===== src/rtl/pc_sequencer_pkg.sv =====
`default_nettype none
// +----------------------------------------------------------------------+
// | pc_sequencer_pkg : shared FSM encoding and PC step constants           |
// | Revision: 1.0                                                          |
// +----------------------------------------------------------------------+
package pc_sequencer_pkg;

    typedef enum logic [0:0] {
        ST_SEQ  = 1'b0,
        ST_SLOT = 1'b1
    } seq_state_e;

    localparam int unsigned PC_INC = 4;

    // With a delay slot the link skips both the branch and its slot.
    function automatic int unsigned link_offset(input int delay_slot);
        return (delay_slot != 0) ? 2 * PC_INC : PC_INC;
    endfunction

endpackage
`default_nettype wire


===== src/rtl/pc_sequencer_if.sv =====
`default_nettype none
// +----------------------------------------------------------------------+
// | pc_sequencer_if : control inputs and fetch-status outputs of the PC   |
// | Revision: 1.0                                                          |
// +----------------------------------------------------------------------+
interface pc_sequencer_if #(
    parameter int WIDTH = 32
);
    logic             stall;
    logic             redirect;
    logic [WIDTH-1:0] target;
    logic             call;
    logic             ret;
    logic [WIDTH-1:0] pc;
    logic             in_slot;
    logic             ras_empty;
    logic             ras_full;
    logic             fault;

    modport master (
        output stall, redirect, target, call, ret,
        input  pc, in_slot, ras_empty, ras_full, fault
    );

    modport slave (
        input  stall, redirect, target, call, ret,
        output pc, in_slot, ras_empty, ras_full, fault
    );
endinterface
`default_nettype wire


===== src/rtl/pc_ras.sv =====
`default_nettype none
// +----------------------------------------------------------------------+
// | pc_ras : circular return-address stack, oldest entry lost on overflow |
// | Revision: 1.0                                                          |
// +----------------------------------------------------------------------+
module pc_ras #(
    parameter int WIDTH     = 32,
    parameter int RAS_DEPTH = 4
) (
    input  wire logic             clk_i,
    input  wire logic             rst_ni,
    input  wire logic             push_i,
    input  wire logic             pop_i,
    input  wire logic [WIDTH-1:0] push_data_i,
    output logic      [WIDTH-1:0] top_o,
    output logic                  empty_o,
    output logic                  full_o
);
    localparam int PTR_W = $clog2(RAS_DEPTH);
    localparam int CNT_W = PTR_W + 1;
    localparam logic [CNT_W-1:0] C_DEPTH = CNT_W'(RAS_DEPTH);

    logic [WIDTH-1:0] mem_q [RAS_DEPTH];
    logic [PTR_W-1:0] sp_q, sp_d;
    logic [CNT_W-1:0] cnt_q, cnt_d;
    logic [PTR_W-1:0] top_idx;
    logic [PTR_W-1:0] wr_idx;
    logic             pop_ok;

    assign top_idx = sp_q - PTR_W'(1);
    assign pop_ok  = pop_i && (cnt_q != '0);
    // A simultaneous pop and push rewrites the top slot in place.
    assign wr_idx  = pop_ok ? top_idx : sp_q;

    always_comb begin
        sp_d  = sp_q;
        cnt_d = cnt_q;
        case ({push_i, pop_ok})
            2'b10: begin
                sp_d = sp_q + PTR_W'(1);
                if (cnt_q != C_DEPTH) begin
                    cnt_d = cnt_q + CNT_W'(1);
                end
            end
            2'b01: begin
                sp_d  = top_idx;
                cnt_d = cnt_q - CNT_W'(1);
            end
            default: ;
        endcase
    end

    always_ff @(posedge clk_i or negedge rst_ni) begin
        if (!rst_ni) begin
            sp_q  <= '0;
            cnt_q <= '0;
        end else begin
            sp_q  <= sp_d;
            cnt_q <= cnt_d;
        end
    end

    always_ff @(posedge clk_i) begin
        if (push_i) begin
            mem_q[wr_idx] <= push_data_i;
        end
    end

    assign top_o   = mem_q[top_idx];
    assign empty_o = (cnt_q == '0);
    assign full_o  = (cnt_q == C_DEPTH);

endmodule
`default_nettype wire


===== src/rtl/pc_sequencer.sv =====
`default_nettype none
// +----------------------------------------------------------------------+
// | pc_sequencer : fetch PC with optional MIPS delay slot and RAS         |
// | Revision: 1.0                                                          |
// +----------------------------------------------------------------------+
module pc_sequencer
    import pc_sequencer_pkg::*;
#(
    parameter int               WIDTH        = 32,
    parameter logic [WIDTH-1:0] RESET_VECTOR = '0,
    parameter int               DELAY_SLOT   = 1,
    parameter int               RAS_DEPTH    = 4
) (
    input  wire logic     clk_i,
    input  wire logic     rst_ni,
    pc_sequencer_if.slave bus
);
    localparam logic [WIDTH-1:0] C_RV   = {RESET_VECTOR[WIDTH-1:2], 2'b00};
    localparam logic [WIDTH-1:0] C_INC  = WIDTH'(PC_INC);
    localparam logic [WIDTH-1:0] C_LINK = WIDTH'(link_offset(DELAY_SLOT));
    localparam bit               C_HAS_SLOT = (DELAY_SLOT != 0);

    seq_state_e       state_q, state_d;
    logic [WIDTH-1:0] pc_q, pc_d;
    logic [WIDTH-1:0] tgt_q, tgt_d;
    logic             fault_q, fault_d;

    logic             ras_push;
    logic             ras_pop;
    logic [WIDTH-1:0] ras_push_data;
    logic [WIDTH-1:0] ras_top;
    logic             ras_empty;
    logic             ras_full;

    logic             transfer;
    logic [WIDTH-1:0] dest;
    logic [WIDTH-1:0] dest_aligned;

    pc_ras #(
        .WIDTH     (WIDTH),
        .RAS_DEPTH (RAS_DEPTH)
    ) u_ras (
        .clk_i       (clk_i),
        .rst_ni      (rst_ni),
        .push_i      (ras_push),
        .pop_i       (ras_pop),
        .push_data_i (ras_push_data),
        .top_o       (ras_top),
        .empty_o     (ras_empty),
        .full_o      (ras_full)
    );

    assign transfer      = bus.redirect | bus.ret;
    // An empty-stack return falls back to Target, like a plain jump.
    assign dest          = (bus.ret && !ras_empty) ? ras_top : bus.target;
    assign dest_aligned  = {dest[WIDTH-1:2], 2'b00};
    assign ras_push_data = pc_q + C_LINK;

    always_comb begin
        state_d  = state_q;
        pc_d     = pc_q;
        tgt_d    = tgt_q;
        fault_d  = fault_q;
        ras_push = 1'b0;
        ras_pop  = 1'b0;
        if (!bus.stall) begin
            case (state_q)
                ST_SEQ: begin
                    pc_d = pc_q + C_INC;
                    if (transfer) begin
                        ras_pop  = bus.ret & ~ras_empty;
                        ras_push = bus.call;
                        fault_d  = fault_q | (dest[1:0] != 2'b00);
                        if (C_HAS_SLOT) begin
                            tgt_d   = dest_aligned;
                            state_d = ST_SLOT;
                        end else begin
                            pc_d = dest_aligned;
                        end
                    end
                end
                ST_SLOT: begin
                    pc_d    = tgt_q;
                    state_d = ST_SEQ;
                end
                default: state_d = ST_SEQ;
            endcase
        end
    end

    always_ff @(posedge clk_i or negedge rst_ni) begin
        if (!rst_ni) begin
            state_q <= ST_SEQ;
            pc_q    <= C_RV;
            tgt_q   <= '0;
            fault_q <= 1'b0;
        end else begin
            state_q <= state_d;
            pc_q    <= pc_d;
            tgt_q   <= tgt_d;
            fault_q <= fault_d;
        end
    end

    assign bus.pc        = pc_q;
    assign bus.in_slot   = (state_q == ST_SLOT);
    assign bus.ras_empty = ras_empty;
    assign bus.ras_full  = ras_full;
    assign bus.fault     = fault_q;

endmodule
`default_nettype wire


===== src/flat_wrapper.sv =====
// flat-port wrapper written by rule: the top's interface ports become plain ports
module pc_sequencer_flat import pc_sequencer_pkg::*;
#(
    parameter int               WIDTH        = 32,
    parameter logic [WIDTH-1:0] RESET_VECTOR = '0,
    parameter int               DELAY_SLOT   = 1,
    parameter int               RAS_DEPTH    = 4
)
  (clk_i, rst_ni, bus_stall, bus_redirect, bus_target, bus_call, bus_ret, bus_pc, bus_in_slot, bus_ras_empty, bus_ras_full, bus_fault);
  pc_sequencer_if #(.WIDTH(WIDTH)) bus_i ();
  input  wire logic clk_i;
  input  wire logic rst_ni;
  input wire logic [$bits(bus_i.stall)-1:0] bus_stall;
  input wire logic [$bits(bus_i.redirect)-1:0] bus_redirect;
  input wire logic [$bits(bus_i.target)-1:0] bus_target;
  input wire logic [$bits(bus_i.call)-1:0] bus_call;
  input wire logic [$bits(bus_i.ret)-1:0] bus_ret;
  output wire logic [$bits(bus_i.pc)-1:0] bus_pc;
  output wire logic [$bits(bus_i.in_slot)-1:0] bus_in_slot;
  output wire logic [$bits(bus_i.ras_empty)-1:0] bus_ras_empty;
  output wire logic [$bits(bus_i.ras_full)-1:0] bus_ras_full;
  output wire logic [$bits(bus_i.fault)-1:0] bus_fault;
  assign bus_i.stall = bus_stall;
  assign bus_i.redirect = bus_redirect;
  assign bus_i.target = bus_target;
  assign bus_i.call = bus_call;
  assign bus_i.ret = bus_ret;
  assign bus_pc = bus_i.pc;
  assign bus_in_slot = bus_i.in_slot;
  assign bus_ras_empty = bus_i.ras_empty;
  assign bus_ras_full = bus_i.ras_full;
  assign bus_fault = bus_i.fault;
  pc_sequencer #(.WIDTH(WIDTH), .RESET_VECTOR(RESET_VECTOR), .DELAY_SLOT(DELAY_SLOT), .RAS_DEPTH(RAS_DEPTH)) u_core (.clk_i(clk_i), .rst_ni(rst_ni), .bus(bus_i));
endmodule

===== config.mk =====
export PLATFORM = sky130hd
export DESIGN_NAME = pc_sequencer_flat
export DESIGN_NICKNAME = d
export VERILOG_FILES = /design/src/rtl/pc_sequencer_pkg.sv /design/src/rtl/pc_sequencer_if.sv /design/src/rtl/pc_ras.sv /design/src/rtl/pc_sequencer.sv /design/src/flat_wrapper.sv
export SDC_FILE = /design/constraint.sdc
export NUM_CORES = 1
export LEC_CHECK = 0
export CORE_UTILIZATION = 35
export CTS_CLUSTER_SIZE = 40
export DETAILED_ROUTE_END_ITERATION = 8
export PLACE_DENSITY = 0.58
export SLEW_MARGIN = 20
export SYNTH_ARGS = -nofsm -noshare
export SYNTH_HDL_FRONTEND = slang
export SYNTH_SLANG_ARGS = --single-unit

===== constraint.sdc =====
create_clock -name clk_i -period 7.99 [get_ports clk_i]
set_clock_uncertainty 0.15 [all_clocks]
set_input_delay 1.9975 -clock clk_i [delete_from_list [all_inputs] [get_ports clk_i]]
set_output_delay 1.9975 -clock clk_i [all_outputs]
set_load 0.01 [all_outputs]

* Word level (Yosys, flattened, before mapping)
Memory sizes are Yosys's and may differ from the RTL's. Cells that the tools add are included.
Word-level totals: logic and storage cells 49, register bits after elaboration 69, RAM bits 128, output and inout bits 36, input port bits 38, memories kept 1
Memories:
- u_core.u_ras.mem_q | depth 4, bits a word 32, read ports 1, clocked after Yosys merged registers in 0, wr ports 1, RTL line pc_ras.sv:23 | logic [WIDTH-1:0] mem_q [RAS_DEPTH];
Operators by class: multiplexer cells 16, reductions and logical operators 9, bitwise logic cells 6, $add $sub $neg 6, equal/unequal tests 5
Operator list (number):
- $pmux W32 S2 | 1
- $add A32 B3 Y32 const B | 1
- $add A32 B4 Y32 const B | 1
- $mux W32 | 1
- $mux W1 | 9
- $pmux W3 S2 | 1
- $pmux W2 S2 | 1
- $reduce_bool A2 Y1 | 2
- $add A3 B1 Y3 const B | 1
- $eq A3 B3 Y1 const B | 1
- $logic_not A3 Y1 | 1
- $mux W3 | 1
- $ne A3 B3 Y1 const B | 1
- $not A1 Y1 | 3
- $reduce_and A3 Y1 | 1
- $reduce_bool A3 Y1 | 1
- $sub A3 B1 Y3 const B | 1
- $add A2 B1 Y2 const B | 1
- $eq A2 B1 Y1 const B | 1
- $eq A2 B2 Y1 const B | 1
- $logic_and A1 B1 Y1 | 2
- $mux W2 | 1
- $ne A2 B2 Y1 const B | 1
- $or A1 B1 Y1 | 2
- 5 further kinds | 5

* Depth between registers and ports, before layout
depth after elaboration 10, depth in mapped cells 12, gate-level depth less buffers 10

* Cells and area by module
Synthesis repeated with hierarchy kept, for this count alone.
Unflattened totals: cells, all modules 674, area, all modules 9182.6 um^2
By module, submodules not included:
- pc_ras | seq. area each 3968.8 um^2, times used 1, cells an instance 210, area an instance 5044.8 um^2
- pc_sequencer | seq. area each 1551.5 um^2, times used 1, cells an instance 464, area an instance 4137.7 um^2

* Worst setup path after synthesis
No wires, ideal clock.
path type input to register, start point input port bus_stall, end point memory u_core.u_ras.mem_q[2][10], enable pin, path buffers 1, arrival time 5.025 ns, slack 2.354 ns, stages on the path 5, setup time 0.461 ns, required time 7.379 ns, path through or2_2 buf_2 nor2_4 nand2_1 nor3b_1
Between the ends: cells in the longest elaborated chain, start to end 3, elaborated cells between the ends (all ways) 6, those cells by class mux (5); reduce/logical (1)
Ends and longest elaborated chain:
- from (decl) | RTL line flat_wrapper.sv:13 | input wire logic [$bits(bus_i.stall)-1:0] bus_stall;
- $mux W1 | RTL line pc_sequencer.sv:66 | if (!bus.stall) begin
- $mux W1 / $logic_and A1 B1 Y1 (equally long branches) | RTL line pc_ras.sv:64, pc_ras.sv:31
- $mux W1 (implied by the code) / $mux W2 (equally long branches) | RTL line pc_ras.sv:65, pc_ras.sv:33
- to (decl) | RTL line pc_ras.sv:23
Parallel ways exist; a longest one is shown, timed or not.

* Worst setup path in the final report
start point input port bus_stall, end point register u_core.u_ras.cnt_q[2]
Between the ends: cells in the longest elaborated chain, start to end 5, elaborated cells between the ends (all ways) 9, those cells by class eq/ne (3); mux (3); reduce/logical (3)
Ends and longest elaborated chain:
- $mux W1 | RTL line pc_sequencer.sv:66
- $logic_and A1 B1 Y1 | RTL line pc_ras.sv:31 | assign pop_ok = pop_i && (cnt_q != '0);
- $eq A2 B2 Y1 / $eq A2 B1 Y1 (equally long branches) | RTL line pc_ras.sv:38 | case ({push_i, pop_ok})
- $ne A2 B2 Y1 (no source line) / $reduce_bool A2 Y1 (equally long branches)
- $reduce_and A2 Y1 (no source line)
- to (signal assigned) | RTL line pc_ras.sv:59 | cnt_q <= cnt_d;
- to (decl) | RTL line pc_ras.sv:25 | logic [CNT_W-1:0] cnt_q, cnt_d;
Parallel ways exist; a longest one is shown, timed or not. A chain may end at the register's enable or synchronous reset.

==> run_results.csv <==
group,metric,value,unit
setup_path,cp.arrival,5.47,ns
floorplan,coreArea,24500,um^2
detailed_routing,viasPerCell,5.47,
global_route,grt-ovfl-total,0,
clock_network,cts_root_buf,"clkbuf_16",
logic_synthesis,yosys_most_used_dff,"edfxtp_1",
logic_synthesis,ys_types,69,
clock_network,cts_buffer_depth,2,
sta,maxSlewViolCount,0,
place,dpl_cell_area,9720,um^2
logic_synthesis,synth_edf_count,120,
setup_path,r2r_end,"u_core.u_ras.cnt_q[2]",
job,max_cap_viol_count,0,
cells_and_area,n_antenna_cell,0,
place,gp_congestion,0.850,
clock_network,cts_made_buffers,17,
logic_synthesis,synthCells,654,
sta,period_minus_slack,5.31,ns
logic_synthesis,synth_area_leaders,"edfxtp_1, dfrtp_1, mux4_2",
setup_path,r2r-start,"u_core.bus.in_slot",
floorplan,dieWidth,160,um
logic_synthesis,ys_ff_latch,187,
sta,setup_violations,0,
place,dp_slack,2.22,ns
power,vdd.ir_drop.worst,0.188,mV
clock_network,post_cts_resize_count,0,
outcome,status,"finished, final reports clean",
cells_and_area,final_layout_size_suffix_gt1_share,13.8,%
logic_synthesis,yosysWarnings,0,
power,pwr-share-comb,29.8,%
cells_and_area,post-route-util,42.4,%
logic_synthesis,yosysSeqAreaShare,60.2,%
power,power.share.clock,24.4,%
floorplan,dieArea,25700,um^2
floorplan,rows,57,
setup_path,crit_path_end,"u_core.u_ras.cnt_q[2]",
logic_synthesis,synth_area,8770,um^2
logic_synthesis,synthArstFlopShare,35.8,%
clock_network,hold_buffers,0,
logic_synthesis,synth_most_common_cell,"edfxtp_1",
clock_network,clkLatencyLatePin,0.44,ns
global_route,grt_max_degree,68,
clock_network,post_cts_buffers,0,
setup_path,start_kind,"input pin",
sta,report.final.hold_viol_count,0,
clock_network,cts.reportedPaths.clkPinSlew,0.08,ns
logic_synthesis,synth_commonest_cells,"edfxtp_1, dfrtp_1, nor2_1, a21oi_1, mux2i_1",
hold_path,hold_class,"reg2reg",
power,p_int,2260,uW
detailed_routing,first_iter_violations,593,
global_route,grt_use_total,17.1,%
global_route,grt_first_pass_wirelength,33.5,mm
floorplan,initial_core_util,35.9,%
clock_network,tritoncts,"done",
power,p_seq_share,45.8,%
sta,worst_slew_pin_slew,1.13,ns
floorplan,pin_count,74,
power,p_per_area,331,nW/um^2
setup_path,required,8.16,ns
logic_synthesis,syn_avg_cell_area,13.4,um^2
clock_network,htreeDepth,4,
cells_and_area,stdcell_area,10400,um^2
clock_network,clkSinkCount,187,
power,switching_share,34.2,%
power,p_sw,1170,uW
setup_path,cp-end-kind,"register",
sta,slew_headroom,24.4,%
power,p_leak,0.00361,uW
setup_path,worstSetupPathType,"in2reg",
sta,tns,0,ns
setup_path,r2r_setup_slack,3.77,ns
detailed_routing,totalWireLength,21.3,mm
logic_synthesis,yosys.area.top_type,"edfxtp_1",
setup_path,cp_max_fo,63,
detailed_routing,drc,0,
place,dpl.hpwl,13.9,mm
sta,setup_slack,2.68,ns
logic_synthesis,synth_top_cell_area_share,41.1,%
global_route,antenna_found_initial,0,
sta,post-route-period-util,66.4,%
detailed_routing,wl_per_cell,20.5,um
sta,rsz0062_at_grt,"no",
cells_and_area,nets,749,
sta,fmax,0.188,GHz
floorplan,die_h,160,um
cells_and_area,area_growth_syn_to_layout,18.3,%
detailed_routing,first_pass_iters,5,
setup_path,rr_worst_depth,12,
power,power.total,3430,uW
detailed_routing,dr_total_vias,5703,
place,io_buffers,71,
global_route,grt_pass1_vias,5774,
setup_path,crit_path_start,"bus_stall",
detailed_routing,antenna_left,0,
-- logic make-up (layout without fill, tap and decap cells) --
group | after synthesis | count (layout) | synth area share [%]
simple gates | 184 | 184 | 11.8
flops | 187 | 187 | 60.2
buf+inv | 63 | 126 | 3.76
compound gates | 115 | 115 | 8.33
mux | 65 | 65 | 11.7
xor+xnor | 33 | 33 | 3.29
other cells | 1 | 2 | 0.0427
fa+ha+maj | 6 | 6 | 0.856
-- sequential cells by signal, indices dropped and copies added (netlist names) --
| name | cells |
|---|---|
| u_core.bus.fault | 1 |
| u_core.u_ras.cnt_q | 3 |
| u_core.u_ras.sp_q | 2 |
| u_core.bus.in_slot | 1 |
| u_core.u_ras.mem_q | 120 |
| u_core.bus.pc | 30 |
| u_core.tgt_q | 30 |
-- power groups by stage --
stage / clock network [uW] / registers [uW] / logic, uW
6_report: 837 / 1570 / 1020
5_1_grt: 886 / 1600 / 1130
4_1_cts: 849 / 1570 / 1030
3_5_place_dp: 0 / 1590 / 1020
3_3_place_gp: 0 / 1590 / 992
2_1_floorplan: 0 / 1450 / 773
-- cell usage in the layout, fill, tap and decap left out, drive strengths merged, types with 18 or more instances in the layout --
master / count
xnor2: 25
edfxtp: 120
mux2i: 33
o21ai: 19
clkbuf: 18
dfrtp: 67
nand2: 24
mux4: 30
a21oi: 45
nand3: 21
clkdlybuf4s50: 70
nor2: 55
-- worst max-delay path, stage by stage --
cell,delay [ns]
clkdlybuf4s50_1,0.39
buf_4,0.24
or2_2,0.43
nor2_4,0.12
buf_4,0.54
nand2_1,0.43
ha_1,0.40
xor2_1,0.16
ha_1,0.16
a21oi_1,0.05
nor4b_1,0.28
a31oi_1,0.09
xnor2_1,0.15
-- layout make-up --
| type | instances | area (um^2) |
|---|---|---|
| Sequential cell | 187 | 5280 |
| Fill cell | 2257 | 14100 |
| Inverter | 10 | 37.5 |
| Multi-Input combinational cell | 405 | 3220 |
| Timing Repair Buffer | 84 | 866 |
| Clock inverter | 14 | 143 |
| Clock buffer | 18 | 429 |
| Tap cell | 324 | 405 |
-- worst min-delay path by stage --
stage / from / cells after the start / slack (ns) / endpoint
final: u_core.bus.fault / 1 / 0.32 / u_core.bus.fault
after global placement: u_core.bus.fault / 1 / 0.30 / u_core.bus.fault
after global routing: u_core.bus.fault / 1 / 0.35 / u_core.bus.fault
after floorplan: u_core.tgt_q[19] / 2 / 0.31 / u_core.bus.pc[19]
after detailed placement: u_core.bus.fault / 1 / 0.32 / u_core.bus.fault
after CTS: u_core.bus.fault / 1 / 0.33 / u_core.bus.fault
-- layer usage --
metal | part of all wire (%) | up-vias | global-route usage (%)
li1 | - | 2610 | -
met1 | 47 | 2897 | 24.0
met2 | 48 | 173 | 27.1
met3 | 4.5 | 23 | 3.56
met4 | 1.4 | 0 | 4.33
met5 | 0 | - | 0
-- stage by stage --
| step | hold WS [ns] | instances |
|---|---|---|
| global route | 0.346 | 1042 |
| global placement | 0.301 | 1007 |
| CTS | 0.334 | 1039 |
| floorplan | 0.311 | 655 |
| finish | 0.323 | 1042 |
| detailed placement | 0.317 | 1007 |
Note: power is estimated with default switching activity, not from simulation.
